$ cat config.mk
export PLATFORM = sky130hd
export DESIGN_NAME = axis_host_pkt_src_flat
export DESIGN_NICKNAME = d
export VERILOG_FILES = /design/src/rtl/axis_host_pkt_src_pkg.sv /design/src/rtl/axis_host_pkt_src_if.sv /design/src/rtl/axis_host_pkt_src_pattern_beat.sv /design/src/rtl/axis_host_pkt_src.sv /design/src/flat_wrapper.sv
export SDC_FILE = /design/constraint.sdc
export NUM_CORES = 2
export LEC_CHECK = 0
export BUFFER_PORTS_ARGS = -buffer_cell sky130_fd_sc_hd__buf_2
export CAP_MARGIN = 20
export CORE_ASPECT_RATIO = 0.9
export CORE_MARGIN = 10
export CORE_UTILIZATION = 50
export CTS_BUF_LIST = sky130_fd_sc_hd__clkbuf_8
export CTS_CLUSTER_DIAMETER = 40
export DETAILED_ROUTE_END_ITERATION = 10
export PLACE_DENSITY = 0.72
export SYNTH_ARGS = -nofsm -noshare
export SYNTH_HDL_FRONTEND = slang
export SYNTH_HIERARCHICAL = 1
export SYNTH_SLANG_ARGS = --single-unit
$ cat constraint.sdc
create_clock -name aclk -period 6.3 [get_ports aclk]
set_input_delay 0.315 -clock aclk [delete_from_list [all_inputs] [get_ports aclk]]
set_output_delay 0.315 -clock aclk [all_outputs]
set_load 0.01 [all_outputs]
$ cat src/rtl/axis_host_pkt_src_pkg.sv
// Shared types and pattern helpers for the host stream packet source.
// The lane and keep helpers are the single definition of the traffic
// pattern, so a sink-side checker can import them and agree bit-for-bit.
package axis_host_pkt_src_pkg;

    localparam int DEF_DATA_BITS = 512;
    localparam int DEF_ID_BITS   = 6;
    localparam int DEF_LEN_BITS  = 28;
    localparam int BEAT_BYTES    = DEF_DATA_BITS / 8;
    localparam int BEAT_LANES    = DEF_DATA_BITS / 32;

    typedef enum logic [0:0] {
        IDLE   = 1'b0,
        STREAM = 1'b1
    } gen_state_t;

    // Value of one 32-bit lane: seed + beat*lanes + lane, wrapping at 2^32.
    function automatic logic [31:0] pattern_lane(input logic [31:0] seed,
                                                 input logic [31:0] beat_idx,
                                                 input logic [31:0] lanes,
                                                 input logic [31:0] lane);
        return seed + (beat_idx * lanes) + lane;
    endfunction

    // Byte enable for one byte of the final beat; rem==0 means a full beat.
    function automatic logic keep_bit(input logic [31:0] rem,
                                      input logic [31:0] byte_idx);
        return (rem == 32'd0) || (byte_idx < rem);
    endfunction

    // Whole beat word for the default bus width.
    function automatic logic [DEF_DATA_BITS-1:0] beat_pattern(input logic [31:0] seed,
                                                              input logic [31:0] beat_idx);
        logic [DEF_DATA_BITS-1:0] word;
        word = '0;
        for (int k = 0; k < BEAT_LANES; k++) begin
            word[k*32 +: 32] = pattern_lane(seed, beat_idx, 32'(BEAT_LANES), 32'(k));
        end
        return word;
    endfunction

    // Keep mask of the final beat of a packet of len bytes, default bus width.
    function automatic logic [BEAT_BYTES-1:0] last_keep(input logic [31:0] len);
        logic [BEAT_BYTES-1:0] keep;
        logic [31:0]           rem;
        rem  = len % 32'(BEAT_BYTES);
        keep = '0;
        for (int i = 0; i < BEAT_BYTES; i++) begin
            keep[i] = keep_bit(rem, 32'(i));
        end
        return keep;
    endfunction

endpackage

$ cat src/rtl/axis_host_pkt_src_if.sv
// AXI4-Stream bundle between the packet source and a user-logic sink.
interface axis_host_pkt_src_if
    import axis_host_pkt_src_pkg::*;
#(
    parameter int DATA_BITS = DEF_DATA_BITS,
    parameter int ID_BITS   = DEF_ID_BITS
);

    logic                   tvalid;
    logic                   tready;
    logic [DATA_BITS-1:0]   tdata;
    logic [DATA_BITS/8-1:0] tkeep;
    logic                   tlast;
    logic [ID_BITS-1:0]     tid;

    modport master (
        output tvalid,
        output tdata,
        output tkeep,
        output tlast,
        output tid,
        input  tready
    );

    modport slave (
        input  tvalid,
        input  tdata,
        input  tkeep,
        input  tlast,
        input  tid,
        output tready
    );

endinterface

$ cat src/rtl/axis_host_pkt_src_pattern_beat.sv
// Combinational beat generator: data lanes and keep mask for one beat index.
// Kept separate so the matching sink-side checker can reuse it unchanged.
module axis_host_pkt_src_pattern_beat
    import axis_host_pkt_src_pkg::*;
#(
    parameter int DATA_BITS = DEF_DATA_BITS,
    parameter int LEN_BITS  = DEF_LEN_BITS
)
(
    input  logic [31:0]            seed,
    input  logic [LEN_BITS-1:0]    beat_idx,
    input  logic [LEN_BITS-1:0]    len,
    input  logic                   is_last,
    output logic [DATA_BITS-1:0]   data,
    output logic [DATA_BITS/8-1:0] keep
);

    localparam int LANES          = DATA_BITS / 32;
    localparam int BYTES_PER_BEAT = DATA_BITS / 8;

    logic [31:0] rem;

    // Build every lane from the shared helper; only the final beat can be partial.
    always_comb begin
        rem  = 32'(len) % 32'(BYTES_PER_BEAT);
        data = '0;
        keep = '0;
        for (int k = 0; k < LANES; k++) begin
            data[k*32 +: 32] = pattern_lane(seed, 32'(beat_idx), 32'(LANES), 32'(k));
        end
        for (int i = 0; i < BYTES_PER_BEAT; i++) begin
            keep[i] = !is_last || keep_bit(rem, 32'(i));
        end
    end

endmodule

$ cat src/rtl/axis_host_pkt_src.sv
// Host stream packet source: turns a (length, id, seed) command into one
// AXI4-Stream packet of deterministic pattern beats. Every output is a
// register, so tvalid never depends combinationally on tready.
module axis_host_pkt_src
    import axis_host_pkt_src_pkg::*;
#(
    parameter int DATA_BITS = DEF_DATA_BITS,
    parameter int ID_BITS   = DEF_ID_BITS,
    parameter int LEN_BITS  = DEF_LEN_BITS
)
(
    input  logic                aclk,
    input  logic                aresetn,

    input  logic                cmd_valid,
    output logic                cmd_ready,
    input  logic [LEN_BITS-1:0] cmd_len,
    input  logic [ID_BITS-1:0]  cmd_id,
    input  logic [31:0]         cmd_seed,

    axis_host_pkt_src_if.master m_axis,

    output logic                busy,
    output logic [31:0]         pkt_cnt,
    output logic [31:0]         beat_cnt
);

    localparam int KEEP_BITS      = DATA_BITS / 8;
    localparam int BYTES_PER_BEAT = DATA_BITS / 8;
    localparam logic [LEN_BITS-1:0] BPB_LEN = LEN_BITS'(BYTES_PER_BEAT);
    localparam logic [LEN_BITS-1:0] ONE_LEN = LEN_BITS'(1);

    gen_state_t             state_q, state_d;
    logic                   cmd_ready_q, cmd_ready_d;
    logic                   busy_q, busy_d;
    logic                   tvalid_q, tvalid_d;
    logic                   tlast_q, tlast_d;
    logic [DATA_BITS-1:0]   tdata_q, tdata_d;
    logic [KEEP_BITS-1:0]   tkeep_q, tkeep_d;
    logic [ID_BITS-1:0]     tid_q, tid_d;
    logic [31:0]            seed_q, seed_d;
    logic [LEN_BITS-1:0]    len_q, len_d;
    logic [LEN_BITS-1:0]    last_idx_q, last_idx_d;
    logic [LEN_BITS-1:0]    beat_q, beat_d;
    logic [31:0]            pkt_cnt_q, pkt_cnt_d;
    logic [31:0]            beat_cnt_q, beat_cnt_d;

    logic [LEN_BITS-1:0]    cmd_last_idx;
    logic [31:0]            pat_seed;
    logic [LEN_BITS-1:0]    pat_idx;
    logic [LEN_BITS-1:0]    pat_len;
    logic                   pat_last;
    logic [DATA_BITS-1:0]   pat_data;
    logic [KEEP_BITS-1:0]   pat_keep;
    logic                   handshake;

    // Pick which beat to precompute: beat 0 of the incoming command while idle, the next beat while streaming.
    always_comb begin
        cmd_last_idx = (cmd_len / BPB_LEN)
                     + (((cmd_len % BPB_LEN) != '0) ? ONE_LEN : '0)
                     - ONE_LEN;
        if (state_q == IDLE) begin
            pat_seed = cmd_seed;
            pat_idx  = '0;
            pat_len  = cmd_len;
            pat_last = (cmd_last_idx == '0);
        end else begin
            pat_seed = seed_q;
            pat_idx  = beat_q + ONE_LEN;
            pat_len  = len_q;
            pat_last = (pat_idx == last_idx_q);
        end
    end

    axis_host_pkt_src_pattern_beat #(
        .DATA_BITS (DATA_BITS),
        .LEN_BITS  (LEN_BITS)
    ) u_pattern (
        .seed     (pat_seed),
        .beat_idx (pat_idx),
        .len      (pat_len),
        .is_last  (pat_last),
        .data     (pat_data),
        .keep     (pat_keep)
    );

    assign handshake = tvalid_q && m_axis.tready;

    // Next-state and next-output logic; registers hold unless a command or handshake moves them.
    always_comb begin
        state_d     = state_q;
        cmd_ready_d = cmd_ready_q;
        busy_d      = busy_q;
        tvalid_d    = tvalid_q;
        tlast_d     = tlast_q;
        tdata_d     = tdata_q;
        tkeep_d     = tkeep_q;
        tid_d       = tid_q;
        seed_d      = seed_q;
        len_d       = len_q;
        last_idx_d  = last_idx_q;
        beat_d      = beat_q;
        pkt_cnt_d   = pkt_cnt_q;
        beat_cnt_d  = beat_cnt_q;

        case (state_q)
            IDLE: begin
                if (cmd_valid && cmd_ready_q && (cmd_len != '0)) begin
                    state_d     = STREAM;
                    cmd_ready_d = 1'b0;
                    busy_d      = 1'b1;
                    seed_d      = cmd_seed;
                    len_d       = cmd_len;
                    last_idx_d  = cmd_last_idx;
                    beat_d      = '0;
                    tvalid_d    = 1'b1;
                    tdata_d     = pat_data;
                    tkeep_d     = pat_keep;
                    tlast_d     = pat_last;
                    tid_d       = cmd_id;
                end
            end
            STREAM: begin
                if (handshake) begin
                    beat_cnt_d = beat_cnt_q + 32'd1;
                    if (tlast_q) begin
                        state_d     = IDLE;
                        pkt_cnt_d   = pkt_cnt_q + 32'd1;
                        cmd_ready_d = 1'b1;
                        busy_d      = 1'b0;
                        tvalid_d    = 1'b0;
                        tlast_d     = 1'b0;
                        tdata_d     = '0;
                        tkeep_d     = '0;
                        tid_d       = '0;
                    end else begin
                        beat_d  = pat_idx;
                        tdata_d = pat_data;
                        tkeep_d = pat_keep;
                        tlast_d = pat_last;
                    end
                end
            end
            default: begin
                state_d = IDLE;
            end
        endcase
    end

    // State and output registers; reset aborts any packet in flight immediately.
    always_ff @(posedge aclk or negedge aresetn) begin
        if (!aresetn) begin
            state_q     <= IDLE;
            cmd_ready_q <= 1'b1;
            busy_q      <= 1'b0;
            tvalid_q    <= 1'b0;
            tlast_q     <= 1'b0;
            tdata_q     <= '0;
            tkeep_q     <= '0;
            tid_q       <= '0;
            seed_q      <= '0;
            len_q       <= '0;
            last_idx_q  <= '0;
            beat_q      <= '0;
            pkt_cnt_q   <= '0;
            beat_cnt_q  <= '0;
        end else begin
            state_q     <= state_d;
            cmd_ready_q <= cmd_ready_d;
            busy_q      <= busy_d;
            tvalid_q    <= tvalid_d;
            tlast_q     <= tlast_d;
            tdata_q     <= tdata_d;
            tkeep_q     <= tkeep_d;
            tid_q       <= tid_d;
            seed_q      <= seed_d;
            len_q       <= len_d;
            last_idx_q  <= last_idx_d;
            beat_q      <= beat_d;
            pkt_cnt_q   <= pkt_cnt_d;
            beat_cnt_q  <= beat_cnt_d;
        end
    end

    assign cmd_ready     = cmd_ready_q;
    assign busy          = busy_q;
    assign pkt_cnt       = pkt_cnt_q;
    assign beat_cnt      = beat_cnt_q;
    assign m_axis.tvalid = tvalid_q;
    assign m_axis.tdata  = tdata_q;
    assign m_axis.tkeep  = tkeep_q;
    assign m_axis.tlast  = tlast_q;
    assign m_axis.tid    = tid_q;

endmodule

$ cat src/flat_wrapper.sv
// flat-port wrapper written by rule: the top's interface ports become plain ports
module axis_host_pkt_src_flat import axis_host_pkt_src_pkg::*;
#(
    parameter int DATA_BITS = DEF_DATA_BITS,
    parameter int ID_BITS   = DEF_ID_BITS,
    parameter int LEN_BITS  = DEF_LEN_BITS
)
  (aclk, aresetn, cmd_valid, cmd_ready, cmd_len, cmd_id, cmd_seed, busy, pkt_cnt, beat_cnt, m_axis_tvalid, m_axis_tdata, m_axis_tkeep, m_axis_tlast, m_axis_tid, m_axis_tready);
  axis_host_pkt_src_if #(.DATA_BITS(DATA_BITS), .ID_BITS(ID_BITS)) m_axis_i ();
  input  logic aclk;
  input  logic aresetn;
  input  logic cmd_valid;
  output logic cmd_ready;
  input  logic [LEN_BITS-1:0] cmd_len;
  input  logic [ID_BITS-1:0] cmd_id;
  input  logic [31:0] cmd_seed;
  output logic busy;
  output logic [31:0] pkt_cnt;
  output logic [31:0] beat_cnt;
  output wire logic [$bits(m_axis_i.tvalid)-1:0] m_axis_tvalid;
  output wire logic [$bits(m_axis_i.tdata)-1:0] m_axis_tdata;
  output wire logic [$bits(m_axis_i.tkeep)-1:0] m_axis_tkeep;
  output wire logic [$bits(m_axis_i.tlast)-1:0] m_axis_tlast;
  output wire logic [$bits(m_axis_i.tid)-1:0] m_axis_tid;
  input wire logic [$bits(m_axis_i.tready)-1:0] m_axis_tready;
  assign m_axis_tvalid = m_axis_i.tvalid;
  assign m_axis_tdata = m_axis_i.tdata;
  assign m_axis_tkeep = m_axis_i.tkeep;
  assign m_axis_tlast = m_axis_i.tlast;
  assign m_axis_tid = m_axis_i.tid;
  assign m_axis_i.tready = m_axis_tready;
  axis_host_pkt_src #(.DATA_BITS(DATA_BITS), .ID_BITS(ID_BITS), .LEN_BITS(LEN_BITS)) u_core (.aclk(aclk), .aresetn(aresetn), .cmd_valid(cmd_valid), .cmd_ready(cmd_ready), .cmd_len(cmd_len), .cmd_id(cmd_id), .cmd_seed(cmd_seed), .m_axis(m_axis_i), .busy(busy), .pkt_cnt(pkt_cnt), .beat_cnt(beat_cnt));
endmodule
==> impl_metrics.json <==
{
  "synth_area_mm2": 0.0421,
  "antenna_found_initial": 3,
  "r2r_end": "u_core/m_axis.tdata[378]",
  "worst_pin_slew_ps": 1060,
  "wl_per_cell_um": 26.8,
  "start_kind": "flop",
  "fill_cells": 7605,
  "grt_pass1_vias": 38376,
  "pin_count": 720,
  "post_layout_nonfiller_instances": 6923,
  "whs_ps": 184,
  "reg2reg_depth": 17,
  "setup_slack_ps": 247,
  "num_vias": 39864,
  "dpl.cell_count": 6580,
  "die_area_mm2": 0.0963,
  "routed_wl_um": 186000,
  "r2r-start": "u_core/beat_q[3]",
  "path_cells": "nand3_2 > nor4_4 > nand4_1 > xor2_1 > nor2b_1 > ha_1 > o21ai_0 > o21ai_0 > mux2i_1 > o221ai_1 > a311oi_4 > nand4_1 > or4_1 > nor2_2 > xnor2_1 > nand2_1 > o21ai_2",
  "setup_viol": 0,
  "pre_cts_ws_ps": 171,
  "synth.yosys.warnings": 6,
  "drt_first_pass_iters": 6,
  "p_per_area_mw_per_mm2": 218,
  "dp_hpwl_um": 135000,
  "required_ps": 7050,
  "route.detailed.drc": 0,
  "cts.htree.levels": 4,
  "cap_violations": 0,
  "row_count": 100,
  "chipHeight_um": 295,
  "drt-initial-drc-count": 4787,
  "grt_usage_pct": 37.2,
  "slowest_delay_ps": 890,
  "endpoint_kind": "flop",
  "port_buffers": 719,
  "area_growth_pct": 19.3,
  "synthCells": 5007,
  "clk_latency_ps": 850,
  "fp.coreArea_mm2": 0.0831,
  "cts_buffers": 144,
  "clk_path_buf_depth": 3,
  "place_congestion": 1.04,
  "crit_type": "flop to flop",
  "path_clk_slew_ps": 60,
  "post-route-min-period_ps": 6050,
  "postSynthNetCount": 5123,
  "finClkSkew_ps": 51.3,
  "grt_pass1_wl_um": 266000,
  "slew_viol_final": 0,
  "grt.overflow.total": 0,
  "die_width_um": 326,
  "max_freq_ghz": 0.165,
  "hp-class": "primary input to async pin",
  "root_buffer": "clkbuf_8",
  "crit_buf_inv": 0,
  "outcome": "finished clean",
  "total_power_w": 0.0110,
  "final_core_util_pct": 60.5,
  "r2r_slack_ps": 250,
  "nNetsFinal": 5802,
  "path_max_fanout": 12,
  "clock_sinks": 740,
  "ant_nets": 0,
  "grt_max_degree": 220,
  "ir_drop_mv": 0.185,
  "viasPerCell": 5.76,
  "cp_slowest_cell": "or4_1",
  "avgSynthCellArea_um2": 8.41,
  "cp_top_family": "simple AND/OR/NAND/NOR gates",
  "max_slew_margin_pct": 29.2,
  "arrival_ps": 6800,
  "cts_tree": "built",
  "floorplan.initialDensity_pct": 50.7,
  "finalCritPeriodShare_pct": 96.1,
  "finalHoldViolCount": 0,
  "crit_cells": 17,
  "drive_above_1_share_pct": 22.5,
  "power_leakage_nw": 25.7
}
cell usage in the layout (no fill, tap or decap), drive strengths merged, types with 69 or more instances in the layout:
cell / count
a21oi: 69
buf: 862
clkbuf: 177
dfrtp: 739
dlygate4sd3: 80
inv: 118
mux2: 69
nand2: 1564
nand3: 110
nor2: 225
o21ai: 666
xnor2: 417
xor2: 140
state kept, by name, indices dropped and copies added (netlist names):
register / flops
u_core/beat_cnt: 32
u_core/beat_q: 28
u_core/cmd_ready: 1
u_core/last_idx_q: 24
u_core/len_q: 6
u_core/m_axis.tdata: 512
u_core/m_axis.tid: 6
u_core/m_axis.tkeep: 64
u_core/m_axis.tlast: 1
u_core/m_axis.tvalid: 1
u_core/pkt_cnt: 32
u_core/seed_q: 32
u_core/state_q: 1
cell type report:
cell class | instances | area, um^2 | area share (%)
Clock inverter | 83 | 697 | 1.39
Clock buffer | 177 | 2440 | 4.85
Tap cell | 1122 | 1400 | 2.79
Inverter | 70 | 263 | 0.523
Antenna cell | 1 | 2.50 | 0.00498
Multi-Input combinational cell | 3788 | 21300 | 42.4
Timing Repair Buffer | 942 | 5640 | 11.2
Sequential cell | 740 | 18500 | 36.9
worst max path at each step:
| stage | end | start | slack [ps] |
|---|---|---|---|
| global route | u_core/m_axis.tdata[511] | u_core/beat_q[0] | -7 |
| detailed placement | u_core/m_axis.tdata[378] | u_core/beat_q[3] | 170 |
| finish | u_core/m_axis.tdata[378] | u_core/beat_q[3] | 250 |
| CTS | u_core/m_axis.tdata[314] | u_core/beat_q[5] | 120 |
| global placement | u_core/m_axis.tdata[383] | u_core/beat_q[3] | 150 |
| floorplan | u_core/m_axis.tdata[250] | u_core/state_q | 1460 |
power by group:
group          switching (W)  total [W]  internal (W)
combinational       0.000689   0.000963      0.000274
sequential                 0    0.00476       0.00476
clock                0.00230    0.00524       0.00294
metrics by stage:
stage / instance area [um^2] / TNS (ps)
6_report: 50200 / 0
5_1_grt: 50200 / -6.53
4_1_cts: 50200 / 0
3_5_place_dp: 46200 / 0
3_3_place_gp: 46200 / 0
2_1_floorplan: 42100 / 0
per-layer routing:
layer | part of all wire, % | wire, um | track usage, %
met1 | 38 | 71100 | 46.7
met2 | 43 | 79300 | 54.9
met3 | 13 | 23700 | 14.0
met4 | 6.4 | 11800 | 21.2
met5 | 0 | 0 | 0
worst register-to-register path: stages (launching register included):
cell,delay [ps]
dfrtp_1,540
nand3_2,340
nor4_4,540
nand4_1,170
xor2_1,280
nor2b_1,120
ha_1,560
o21ai_0,190
o21ai_0,450
mux2i_1,250
o221ai_1,190
a311oi_4,590
nand4_1,320
or4_1,890
nor2_2,230
xnor2_1,140
nand2_1,80
o21ai_2,130
timing repair:
item,4_1_cts,5_1_grt
endpoints found under the hold margin,174,0
hold buffers,80,0
gates resized for setup,0,6
endpoints found under the setup margin,0,81
buffers inserted,0,2
No activity file was read; power rests on OpenSTA's default activity.
